===== config.mk =====
export PLATFORM = sky130hd
export DESIGN_NAME = grn_attractor_ctrl_flat
export DESIGN_NICKNAME = d
export VERILOG_FILES = /design/src/rtl/grn_attractor_ctrl_if.sv /design/src/rtl/grn_attractor_ctrl.sv /design/src/flat_wrapper.sv
export SDC_FILE = /design/constraint.sdc
export NUM_CORES = 1
export LEC_CHECK = 0
export ABC_AREA = 1
export CAP_MARGIN = 20
export CELL_PAD_IN_SITES_DETAIL_PLACEMENT = 1
export CELL_PAD_IN_SITES_GLOBAL_PLACEMENT = 1
export CORE_MARGIN = 3
export CORE_UTILIZATION = 42
export CTS_CLUSTER_SIZE = 24
export DETAILED_ROUTE_END_ITERATION = 16
export PLACE_DENSITY_LB_ADDON = 0.1
export SYNTH_ARGS = -nofsm -noshare
export SYNTH_HDL_FRONTEND = slang
export SYNTH_SLANG_ARGS = --single-unit
export TNS_END_PERCENT = 50

===== constraint.sdc =====
create_clock -name clk -period 4.17 [get_ports clk]
set_clock_uncertainty 0.2 [all_clocks]
set_input_delay 0.6255 -clock clk [delete_from_list [all_inputs] [get_ports clk]]
set_output_delay 0.6255 -clock clk [all_outputs]
set_load 0.03 [all_outputs]

===== src/rtl/grn_attractor_ctrl_if.sv =====
// Handshake and state-vector bundle between the attractor controller, the node cells and the result writer.
// Signal prefixes are from the controller's point of view.
interface grn_attractor_ctrl_if #(
    parameter int N_NODES = 8,
    parameter int CNT_W   = 16
);
    logic               i_start;
    logic [N_NODES-1:0] i_init_val;
    logic [N_NODES-1:0] i_s0;
    logic [N_NODES-1:0] i_s1;
    logic               o_reset_nos;
    logic [N_NODES-1:0] o_init_state;
    logic               o_start_s0;
    logic               o_start_s1;
    logic               o_busy;
    logic               o_done;
    logic [N_NODES-1:0] o_attractor;
    logic [CNT_W-1:0]   o_period;
    logic               o_timeout;

    modport slave (
        input  i_start, i_init_val, i_s0, i_s1,
        output o_reset_nos, o_init_state, o_start_s0, o_start_s1,
               o_busy, o_done, o_attractor, o_period, o_timeout
    );

    modport master (
        output i_start, i_init_val, i_s0, i_s1,
        input  o_reset_nos, o_init_state, o_start_s0, o_start_s1,
               o_busy, o_done, o_attractor, o_period, o_timeout
    );
endinterface


===== src/rtl/grn_attractor_ctrl.sv =====
// Floyd cycle-detection sequencer for the two-stream GRN node cells: s0 is the tortoise, s1 the hare.
// Optional hare step limit with timeout reporting is enabled by defining GRN_TIMEOUT_EN.
module grn_attractor_ctrl #(
    parameter int N_NODES   = 8,
    parameter int CNT_W     = 16,
    parameter int MAX_STEPS = 65535
) (
    input  logic                clk,
    input  logic                rst,
    grn_attractor_ctrl_if.slave io_ctrl
);
    typedef enum logic [2:0] {
        ST_IDLE,
        ST_LOAD,
        ST_RUN,
        ST_PERIOD,
        ST_DONE
    } state_t;

    state_t             r_state;
    state_t             w_state_nxt;
    logic [CNT_W-1:0]   r_h;
    logic [CNT_W-1:0]   r_p;
    logic [CNT_W-1:0]   r_period;
    logic [N_NODES-1:0] r_init_state;
    logic [N_NODES-1:0] r_attractor;
    logic               w_match;
    logic               w_loop;
    logic               w_limit;

    function automatic logic [CNT_W-1:0] sat_inc(input logic [CNT_W-1:0] v);
        return (&v) ? v : v + CNT_W'(1);
    endfunction

    // The tortoise has taken exactly h/2 steps only when h is even.
    assign w_match = (r_state == ST_RUN) && !r_h[0] && (r_h > CNT_W'(1)) &&
                     (io_ctrl.i_s0 == io_ctrl.i_s1);
    assign w_loop  = (r_state == ST_PERIOD) && (r_p != '0) &&
                     (io_ctrl.i_s1 == r_attractor);

`ifdef GRN_TIMEOUT_EN
    logic r_timeout;

    assign w_limit = ((r_state == ST_RUN) || (r_state == ST_PERIOD)) &&
                     (r_h >= CNT_W'(MAX_STEPS)) && !w_loop;

    always_ff @(posedge clk or posedge rst) begin
        if (rst) begin
            r_timeout <= 1'b0;
        end else if ((r_state == ST_IDLE) && io_ctrl.i_start) begin
            r_timeout <= 1'b0;
        end else if (w_limit) begin
            r_timeout <= 1'b1;
        end
    end

    assign io_ctrl.o_timeout = r_timeout;
`else
    assign w_limit           = 1'b0;
    assign io_ctrl.o_timeout = 1'b0;
`endif

    always_ff @(posedge clk or posedge rst) begin
        if (rst) begin
            r_state <= ST_IDLE;
        end else begin
            r_state <= w_state_nxt;
        end
    end

    always_comb begin
        w_state_nxt         = r_state;
        io_ctrl.o_reset_nos = 1'b0;
        io_ctrl.o_start_s0  = 1'b0;
        io_ctrl.o_start_s1  = 1'b0;
        io_ctrl.o_busy      = 1'b0;
        io_ctrl.o_done      = 1'b0;
        case (r_state)
            ST_IDLE: begin
                if (io_ctrl.i_start) begin
                    w_state_nxt = ST_LOAD;
                end
            end
            ST_LOAD: begin
                io_ctrl.o_reset_nos = 1'b1;
                io_ctrl.o_busy      = 1'b1;
                w_state_nxt         = ST_RUN;
            end
            ST_RUN: begin
                io_ctrl.o_start_s0 = 1'b1;
                io_ctrl.o_start_s1 = 1'b1;
                io_ctrl.o_busy     = 1'b1;
                if (w_limit) begin
                    w_state_nxt = ST_DONE;
                end else if (w_match) begin
                    w_state_nxt = ST_PERIOD;
                end
            end
            ST_PERIOD: begin
                io_ctrl.o_start_s1 = 1'b1;
                io_ctrl.o_busy     = 1'b1;
                if (w_loop || w_limit) begin
                    w_state_nxt = ST_DONE;
                end
            end
            ST_DONE: begin
                io_ctrl.o_done = 1'b1;
                w_state_nxt    = ST_IDLE;
            end
            default: begin
                w_state_nxt = ST_IDLE;
            end
        endcase
    end

    always_ff @(posedge clk or posedge rst) begin
        if (rst) begin
            r_h          <= '0;
            r_p          <= '0;
            r_period     <= '0;
            r_init_state <= '0;
            r_attractor  <= '0;
        end else begin
            case (r_state)
                ST_IDLE: begin
                    if (io_ctrl.i_start) begin
                        r_init_state <= io_ctrl.i_init_val;
                        r_attractor  <= '0;
                        r_period     <= '0;
                    end
                end
                ST_LOAD: begin
                    r_h <= '0;
                    r_p <= '0;
                end
                ST_RUN: begin
                    r_h <= sat_inc(r_h);
                    if (w_limit) begin
                        r_attractor <= io_ctrl.i_s1;
                        r_period    <= '0;
                    end else if (w_match) begin
                        r_attractor <= io_ctrl.i_s1;
                        // The hare step issued on the match cycle is already in flight.
                        r_p         <= CNT_W'(1);
                    end
                end
                ST_PERIOD: begin
                    r_h <= sat_inc(r_h);
                    r_p <= sat_inc(r_p);
                    if (w_loop) begin
                        r_period <= r_p;
                    end else if (w_limit) begin
                        r_attractor <= io_ctrl.i_s1;
                        r_period    <= '0;
                    end
                end
                default: begin
                end
            endcase
        end
    end

    assign io_ctrl.o_init_state = r_init_state;
    assign io_ctrl.o_attractor  = r_attractor;
    assign io_ctrl.o_period     = r_period;
endmodule


===== src/flat_wrapper.sv =====
// flat-port wrapper written by rule: the top's interface ports become plain ports
module grn_attractor_ctrl_flat 
#(
    parameter int N_NODES   = 8,
    parameter int CNT_W     = 16,
    parameter int MAX_STEPS = 65535
)
  (clk, rst, io_ctrl_i_start, io_ctrl_i_init_val, io_ctrl_i_s0, io_ctrl_i_s1, io_ctrl_o_reset_nos, io_ctrl_o_init_state, io_ctrl_o_start_s0, io_ctrl_o_start_s1, io_ctrl_o_busy, io_ctrl_o_done, io_ctrl_o_attractor, io_ctrl_o_period, io_ctrl_o_timeout);
  grn_attractor_ctrl_if #(.N_NODES(N_NODES), .CNT_W(CNT_W)) io_ctrl_i ();
  input  logic clk;
  input  logic rst;
  input wire logic [$bits(io_ctrl_i.i_start)-1:0] io_ctrl_i_start;
  input wire logic [$bits(io_ctrl_i.i_init_val)-1:0] io_ctrl_i_init_val;
  input wire logic [$bits(io_ctrl_i.i_s0)-1:0] io_ctrl_i_s0;
  input wire logic [$bits(io_ctrl_i.i_s1)-1:0] io_ctrl_i_s1;
  output wire logic [$bits(io_ctrl_i.o_reset_nos)-1:0] io_ctrl_o_reset_nos;
  output wire logic [$bits(io_ctrl_i.o_init_state)-1:0] io_ctrl_o_init_state;
  output wire logic [$bits(io_ctrl_i.o_start_s0)-1:0] io_ctrl_o_start_s0;
  output wire logic [$bits(io_ctrl_i.o_start_s1)-1:0] io_ctrl_o_start_s1;
  output wire logic [$bits(io_ctrl_i.o_busy)-1:0] io_ctrl_o_busy;
  output wire logic [$bits(io_ctrl_i.o_done)-1:0] io_ctrl_o_done;
  output wire logic [$bits(io_ctrl_i.o_attractor)-1:0] io_ctrl_o_attractor;
  output wire logic [$bits(io_ctrl_i.o_period)-1:0] io_ctrl_o_period;
  output wire logic [$bits(io_ctrl_i.o_timeout)-1:0] io_ctrl_o_timeout;
  assign io_ctrl_i.i_start = io_ctrl_i_start;
  assign io_ctrl_i.i_init_val = io_ctrl_i_init_val;
  assign io_ctrl_i.i_s0 = io_ctrl_i_s0;
  assign io_ctrl_i.i_s1 = io_ctrl_i_s1;
  assign io_ctrl_o_reset_nos = io_ctrl_i.o_reset_nos;
  assign io_ctrl_o_init_state = io_ctrl_i.o_init_state;
  assign io_ctrl_o_start_s0 = io_ctrl_i.o_start_s0;
  assign io_ctrl_o_start_s1 = io_ctrl_i.o_start_s1;
  assign io_ctrl_o_busy = io_ctrl_i.o_busy;
  assign io_ctrl_o_done = io_ctrl_i.o_done;
  assign io_ctrl_o_attractor = io_ctrl_i.o_attractor;
  assign io_ctrl_o_period = io_ctrl_i.o_period;
  assign io_ctrl_o_timeout = io_ctrl_i.o_timeout;
  grn_attractor_ctrl #(.N_NODES(N_NODES), .CNT_W(CNT_W), .MAX_STEPS(MAX_STEPS)) u_core (.clk(clk), .rst(rst), .io_ctrl(io_ctrl_i));
endmodule

# Word-level counts from Yosys, hierarchy flattened
# Index checks and enable logic that the tools add are counted.
# W data, S select, Z words.
# totals
wordCells	62
ff_bits	67
input_bits	27
out_inout_bits	38
# classes
reduce_logical	22
n_lt_le_gt_ge	1
n_addsub	2
n_mux	20
eq_ne	11
# ops
operator	count
$mux W16	5
$pmux W16 S2	2
$pmux W16 S3	1
$add A16 B1 Y16 const B	2
$reduce_and A16 Y1	2
$eq A8 B8 Y1	2
$gt A16 B1 Y1 const B	1
$mux W8	2
$pmux W8 S2	1
$reduce_bool A16 Y1	1
$pmux W3 S4	1
$reduce_and A3 Y1	4
$mux W3	3
$eq A3 B2 Y1 const B	2
$ne A2 B2 Y1 const B	3
$reduce_bool A2 Y1	3
$logic_and A1 B1 Y1	5
$mux W1	5
$ne A2 B1 Y1 const B	2
$reduce_and A2 Y1	2
$eq A3 B1 Y1 const B	1
$eq A3 B3 Y1 const B	1
$logic_not A3 Y1	1
$reduce_bool A3 Y1	1
other kinds (3)	3

# Longest topological paths before layout
# Gate-level depths: netlist (run 1).
# depth
depth_word	6
depth_mapped	13
depth_no_buf	12

# Least setup slack after synthesis (run 1)
# Ideal clock, no wire load.
# synth_path
path_kind	register to output
start	register u_core.r_state[2]
end	output port io_ctrl_o_start_s0
n_path_buf	0
stages_incl_launch_ff	4
arrival_ns	1.143
required_ns	3.344
setup_slack_ns	2.202
path_cell_list	dfrtp_1 > nor2_4 > inv_2 > nor2_2
# synth_between
elab_chain_cells	2
# synth_lines
element	line_no	text
start: declaration	grn_attractor_ctrl.sv:20	state_t r_state;
start signal: assignment	grn_attractor_ctrl.sv:67	r_state <= w_state_nxt;
$eq A3 B2 Y1	grn_attractor_ctrl.sv:78	case (r_state)
$mux W1	grn_attractor_ctrl.sv:78	
end: declaration	flat_wrapper.sv:18	output wire logic [$bits(io_ctrl_i.o_start_s0)-1:0] io_ctrl_o_start_s0;
# Every way passes these cells.

# Final worst setup path (run 1)
# layout_path
start	register u_core.r_state[1]
end	output port io_ctrl_o_start_s0
# The elaborated chain is that of the path after synthesis.

==> results.json, run 1 <==
{
  "status": "finished clean",
  "fin_crit_sh": 0.7387,
  "ant_nets": 0,
  "ys_seq_elements": 67,
  "grt_setup_unrepaired": "false",
  "max_freq_mhz": 324.6,
  "worst_slew_pin_slew_ns": 0.7667,
  "hold_viol": 0,
  "hold_buffers": 0,
  "synth_cell_types": 36,
  "clock_latency_ns": 0.35,
  "routed_wl_um": 12060,
  "grt_overflow": 0,
  "p_leak_nw": 2.502,
  "remaining_drc_errors": 0,
  "first_global_vias": 4351,
  "max_stage_delay_ns": 0.74,
  "maxSlewViolCount": 0,
  "core_area_mm2": 0.009415,
  "diodes": 0,
  "post-route-min-period_ns": 3.081,
  "cts.repair.resized": 0,
  "grtUsageTotal": 0.2310,
  "crit_chain": "inv_2, nor2_4, inv_2, nor2_2, clkdlybuf4s50_1",
  "worstSetupEndpointType": "output port",
  "powerDensity_mw_per_mm2": 590.0,
  "grt_max_degree": 40,
  "grt_first_pass_wirelength_um": 21060,
  "synth-warning-count": 0,
  "cp-start-kind": "flip-flop",
  "synth_nets": 612,
  "cpLargestDelayFamily": "buffers and inverters",
  "crit_buf_inv": 3,
  "hold_path_class": "in2async",
  "post-cts-setup-buffers": 0,
  "maxCapViolCount": 0,
  "dieArea_mm2": 0.01108,
  "cts_buffers": 9,
  "cp.required_ns": 3.34,
  "worst-path-max-fanout": 11,
  "vias_per_cell": 5.173,
  "cts.sinks": 67,
  "hpwlAfterDp_um": 8975,
  "fp.dieW_um": 105.2,
  "clk_pin_slew_worst_paths_ns": 0.08,
  "syn-cell-area_mm2": 0.004136,
  "vias": 4014,
  "initial_core_util": 0.4393,
  "yosysSeqAreaShare": 0.4053,
  "ir_worst_vdd_uv": 276.7,
  "gp_congestion": 0.8506,
  "nNetsFinal": 674,
  "setup-tns-final_ns": 0,
  "final_common_cell": "nand2_1",
  "slowest_stage": "clkdlybuf4s50_1",
  "maxSlewHeadroom": 0.4874,
  "clock_path_buffers": 2,
  "chipHeight_um": 105.2,
  "cts_tree": "yes",
  "firstDrtPassIters": 4,
  "routedWlPerCell_um": 15.55,
  "io_buffers": 63,
  "worstSetupPathType": "reg2out",
  "netlist_instances": 580,
  "mostFrequentLayoutCells": "nand2_1, inv_1, nor2_1, dfrtp_1, nand3_1",
  "ios": 65,
  "totalPowerFinal_w": 0.002983,
  "area_growth_pct": 22.20,
  "drive_gt1_frac": 0.07728,
  "drtIter0Drc": 130,
  "cp_data_arrival_time_ns": 2.26,
  "antenna_found_initial": 0,
  "setup_viol": 0,
  "postLayoutCoreUtil": 0.5369,
  "num_rows": 35,
  "cp_common_cell": "inv_2",
  "timing.hold.ws_ns": 0.2551,
  "postSynthAreaPerCell_um2": 7.132,
  "cts_root_buf": "clkbuf_8",
  "htreeDepth": 3
}
-- per-stage QoR --
step / cells / instance area [um2] / worst slack (ns)
6_report: 776 / 5055 / 1.089
2_1_floorplan: 580 / 4136 / 1.661
3_3_place_gp: 760 / 4868 / 1.257
3_5_place_dp: 760 / 4868 / 1.151
5_1_grt: 776 / 5055 / 0.9928
4_1_cts: 776 / 5055 / 1.078
-- worst reg2reg max path: stages (launching register included) --
cell and delay, ns:
dfrtp_1 0.43, inv_2 0.10, nand2_2 0.08, nor2_4 0.54, nand4_1 0.78, nand3_1 0.28, nand2_1 0.09
-- worst paths after layout --
path / from / end / slack (ns) / cells past startpoint
worst min register to register: u_core.io_ctrl.o_period[4] / u_core.io_ctrl.o_period[4] / 0.31 / 2
max in group asynchronous: rst / u_core.io_ctrl.o_attractor[1] / 2.77 / 3
worst min-delay path: rst / u_core.io_ctrl.o_period[6] / 0.26 / 2
worst max register to register: u_core.r_state[2] / u_core.io_ctrl.o_period[5] / 1.56 / 6
min in group clk: u_core.io_ctrl.o_period[4] / u_core.io_ctrl.o_period[4] / 0.31 / 2
worst max-delay path: u_core.r_state[1] / io_ctrl_o_start_s0 / 1.09 / 5
-- metal layers --
layer | vias up | wire length, um | global-route usage
li1 | 1976 | - | -
met1 | 1990 | 5218 | 0.2813
met2 | 40 | 6500 | 0.4235
met3 | 8 | 234 | 0.03491
met4 | 0 | 110 | 0.05998
met5 | - | 0 | 0
-- final cells by class --
type	count	area (um2)
inverter	73	276.5
clock inverter	4	51.30
sequential	67	1677
timing repair buffer	67	660.6
tap	129	161.4
multi-input combinational	424	2093
clock buffer	12	135.1
fill	1225	4360
-- cell usage after synthesis, drive strengths merged --
| cell | instances | area share |
|---|---|---|
| a21oi | 4 | 0.0076 |
| a31o | 1 | 0.0021 |
| buf | 10 | 0.016 |
| clkbuf | 6 | 0.0054 |
| conb | 1 | 0.00091 |
| dfrtp | 67 | 0.41 |
| ha | 5 | 0.015 |
| inv | 73 | 0.067 |
| mux2 | 8 | 0.022 |
| nand2 | 181 | 0.17 |
| nand3 | 66 | 0.081 |
| nand3b | 2 | 0.0036 |
| nand4 | 25 | 0.038 |
| nor2 | 73 | 0.074 |
| nor3 | 16 | 0.025 |
| nor4 | 1 | 0.0015 |
| o211ai | 2 | 0.0036 |
| o21ai | 13 | 0.017 |
| o21bai | 1 | 0.0018 |
| o22ai | 7 | 0.011 |
| or2 | 4 | 0.0060 |
| xnor2 | 1 | 0.0021 |
| xor2 | 13 | 0.028 |
-- sequential cells by signal (all words and copies together), names as in the netlist --
name,count
u_core.io_ctrl.o_period,16
u_core.r_h,16
u_core.r_p,16
u_core.io_ctrl.o_attractor,8
u_core.io_ctrl.o_init_state,8
u_core.r_state,3
-- power breakdown --
part / internal [W] / total [W] / leakage, nW / switching, W
sequential: 0.000808 / 0.000990 / 0.893 / 0.000182
combinational: 0.000496 / 0.00145 / 1.52 / 0.000953
clock: 0.000277 / 0.000544 / 0.0906 / 0.000267
-- cells by family after synthesis --
kind of cell | synth area share
flops | 0.4053
other cells | 0.0009066
mux | 0.02178
fa+ha+maj | 0.01512
simple gates | 0.3962
compound gates | 0.04235
xor+xnor | 0.02964
buf+inv | 0.08863
Power figures use the tool's default switching activity.
==> run 2, diff against run 1 <==
--- a/config.mk
+++ b/config.mk
@@ -10,7 +10,7 @@
 export CELL_PAD_IN_SITES_DETAIL_PLACEMENT = 1
 export CELL_PAD_IN_SITES_GLOBAL_PLACEMENT = 1
 export CORE_MARGIN = 3
-export CORE_UTILIZATION = 42
+export CORE_UTILIZATION = 35
 export CTS_CLUSTER_SIZE = 24
 export DETAILED_ROUTE_END_ITERATION = 16
 export PLACE_DENSITY_LB_ADDON = 0.1
==> constraint.sdc (replaced) <==
create_clock -name clk -period 2.8 [get_ports clk]
set_clock_uncertainty 0.2 [all_clocks]
set_input_delay 0.42 -clock clk [delete_from_list [all_inputs] [get_ports clk]]
set_output_delay 0.42 -clock clk [all_outputs]
set_load 0.03 [all_outputs]
==> results.json, run 2 (synthesis gave the netlist of run 1 again) <==
{
  "status": "finished clean",
  "vias": 4025,
  "multiInputGateArea_mm2": 0.002093,
  "dp_slack_ns": 0.2578,
  "routed_wl_um": 12400,
  "routedWlPerCell_um": 15.60,
  "p_leak_nw": 2.593,
  "instances_no_fill": 795,
  "grt_overflow": 0,
  "grt_setup_unrepaired": "false",
  "num_rows": 39,
  "grtUsageTotal": 0.1992,
  "drtIter0Drc": 125,
  "worstSetupPathType": "reg2out",
  "core_area_mm2": 0.01147,
  "hpwlAfterDp_um": 9247,
  "cts_root_buf": "clkbuf_16",
  "max_freq_mhz": 392.6,
  "clock_path_buffers": 2,
  "fin_crit_sh": 0.9098,
  "antenna_found_initial": 0,
  "io_buffers": 63,
  "setup-tns-final_ns": 0,
  "timing.hold.ws_ns": 0.2837,
  "chipHeight_um": 114.7,
  "powerDensity_mw_per_mm2": 940.7,
  "area_growth_pct": 27.25,
  "dieArea_mm2": 0.01316,
  "cp_data_arrival_time_ns": 1.93,
  "clock_latency_ns": 0.34,
  "nNetsFinal": 679,
  "fillers": 1440,
  "cts.repair.resized": 0,
  "fp.dieW_um": 114.7,
  "gp_congestion": 0.8029,
  "drive_gt1_frac": 0.08896,
  "mostFrequentLayoutCells": "nand2_1, inv_1, nor2_1, dfrtp_1, nand3_1",
  "maxCapViolCount": 0,
  "maxSlewViolCount": 0,
  "first_global_vias": 4303,
  "remaining_drc_errors": 0,
  "ant_nets": 0,
  "setup_viol": 0,
  "fin_ws_ns": 0.2526,
  "cp.required_ns": 2.18,
  "grt_first_pass_wirelength_um": 21050,
  "worst_slew_pin_slew_ns": 0.6025,
  "initial_core_util": 0.3607,
  "worstSetupEndpointType": "output port",
  "post-route-min-period_ns": 2.547,
  "final_common_cell": "nand2_1",
  "worst-path-max-fanout": 5,
  "hold_viol": 0,
  "diodes": 0,
  "totalPowerFinal_w": 0.004952,
  "seq_area_mm2": 0.001677,
  "maxSlewHeadroom": 0.5952,
  "htreeDepth": 3,
  "cts_buffers": 9,
  "hold_path_class": "in2async",
  "r2r-start": "u_core.r_h[0]",
  "placed_cells": 779,
  "clk_pin_slew_worst_paths_ns": 0.06,
  "hold_buffers": 0,
  "grt_max_degree": 68,
  "ir_worst_vdd_uv": 371.7,
  "vias_per_cell": 5.063,
  "firstDrtPassIters": 4,
  "cts.sinks": 67,
  "cts_tree": "yes",
  "post-cts-setup-buffers": 0,
  "ios": 65,
  "cp-start-kind": "flip-flop",
  "crit_start": "u_core.r_state[0]"
}
==> run 2: changes by cell type in the layout (fill, tap and decap cells not counted), moves of 3 or more <==
cell	delta
buf_4	+4
clkbuf_1	-3
clkbuf_16	+9
clkbuf_8	-8
==> run 2: area by class of cell <==
type | count | area share
multi-input cells | 424 | 0.3977
flip-flops and latches | 67 | 0.3185
inverters | 73 | 0.05253
repair buffers | 72 | 0.1350
well taps | 143 | 0.03399
clock buffers | 10 | 0.04540
clock inverters | 6 | 0.01688
==> run 2: through the flow <==
stage	area, um2	util
global placement	4936	0.4304
floorplan	4136	-
CTS	5264	0.4590
global route	5264	0.4590
finish	5264	0.4590
detailed placement	4936	0.4304
==> run 2: routing by layer <==
layer / up-vias / part of all wire / GRT usage
met1: 1985 / 0.45 / 0.2522
met2: 36 / 0.51 / 0.3492
li1: 1986 / - / -
met3: 18 / 0.021 / 0.02484
met5: - / 0 / 0
met4: 0 / 0.017 / 0.07199
==> run 2: where the power goes <==
part | switching (W) | internal, W
Sequential | 0.000279 | 0.00121
Clock | 0.000448 | 0.000804
Combinational | 0.00143 | 0.000788
==> run 2: final timing paths <==
| check | end | slack, ns | depth (start not counted) |
|---|---|---|---|
| worst max register to register | u_core.r_h[9] | 0.37 | 8 |
| worst max-delay path | io_ctrl_o_busy | 0.25 | 4 |
| min in group clk | u_core.io_ctrl.o_period[13] | 0.30 | 2 |
| max in group asynchronous | u_core.io_ctrl.o_attractor[0] | 1.81 | 3 |
| worst min-delay path | u_core.io_ctrl.o_period[6] | 0.28 | 3 |
| worst min register to register | u_core.io_ctrl.o_period[13] | 0.30 | 2 |
==> run 2: worst max-delay path, cell delays in order (launching register included) <==
cell	delay (ns)
dfrtp_1	0.45
or2_2	0.34
nand2_1	0.15
inv_1	0.06
clkdlybuf4s50_1	0.60
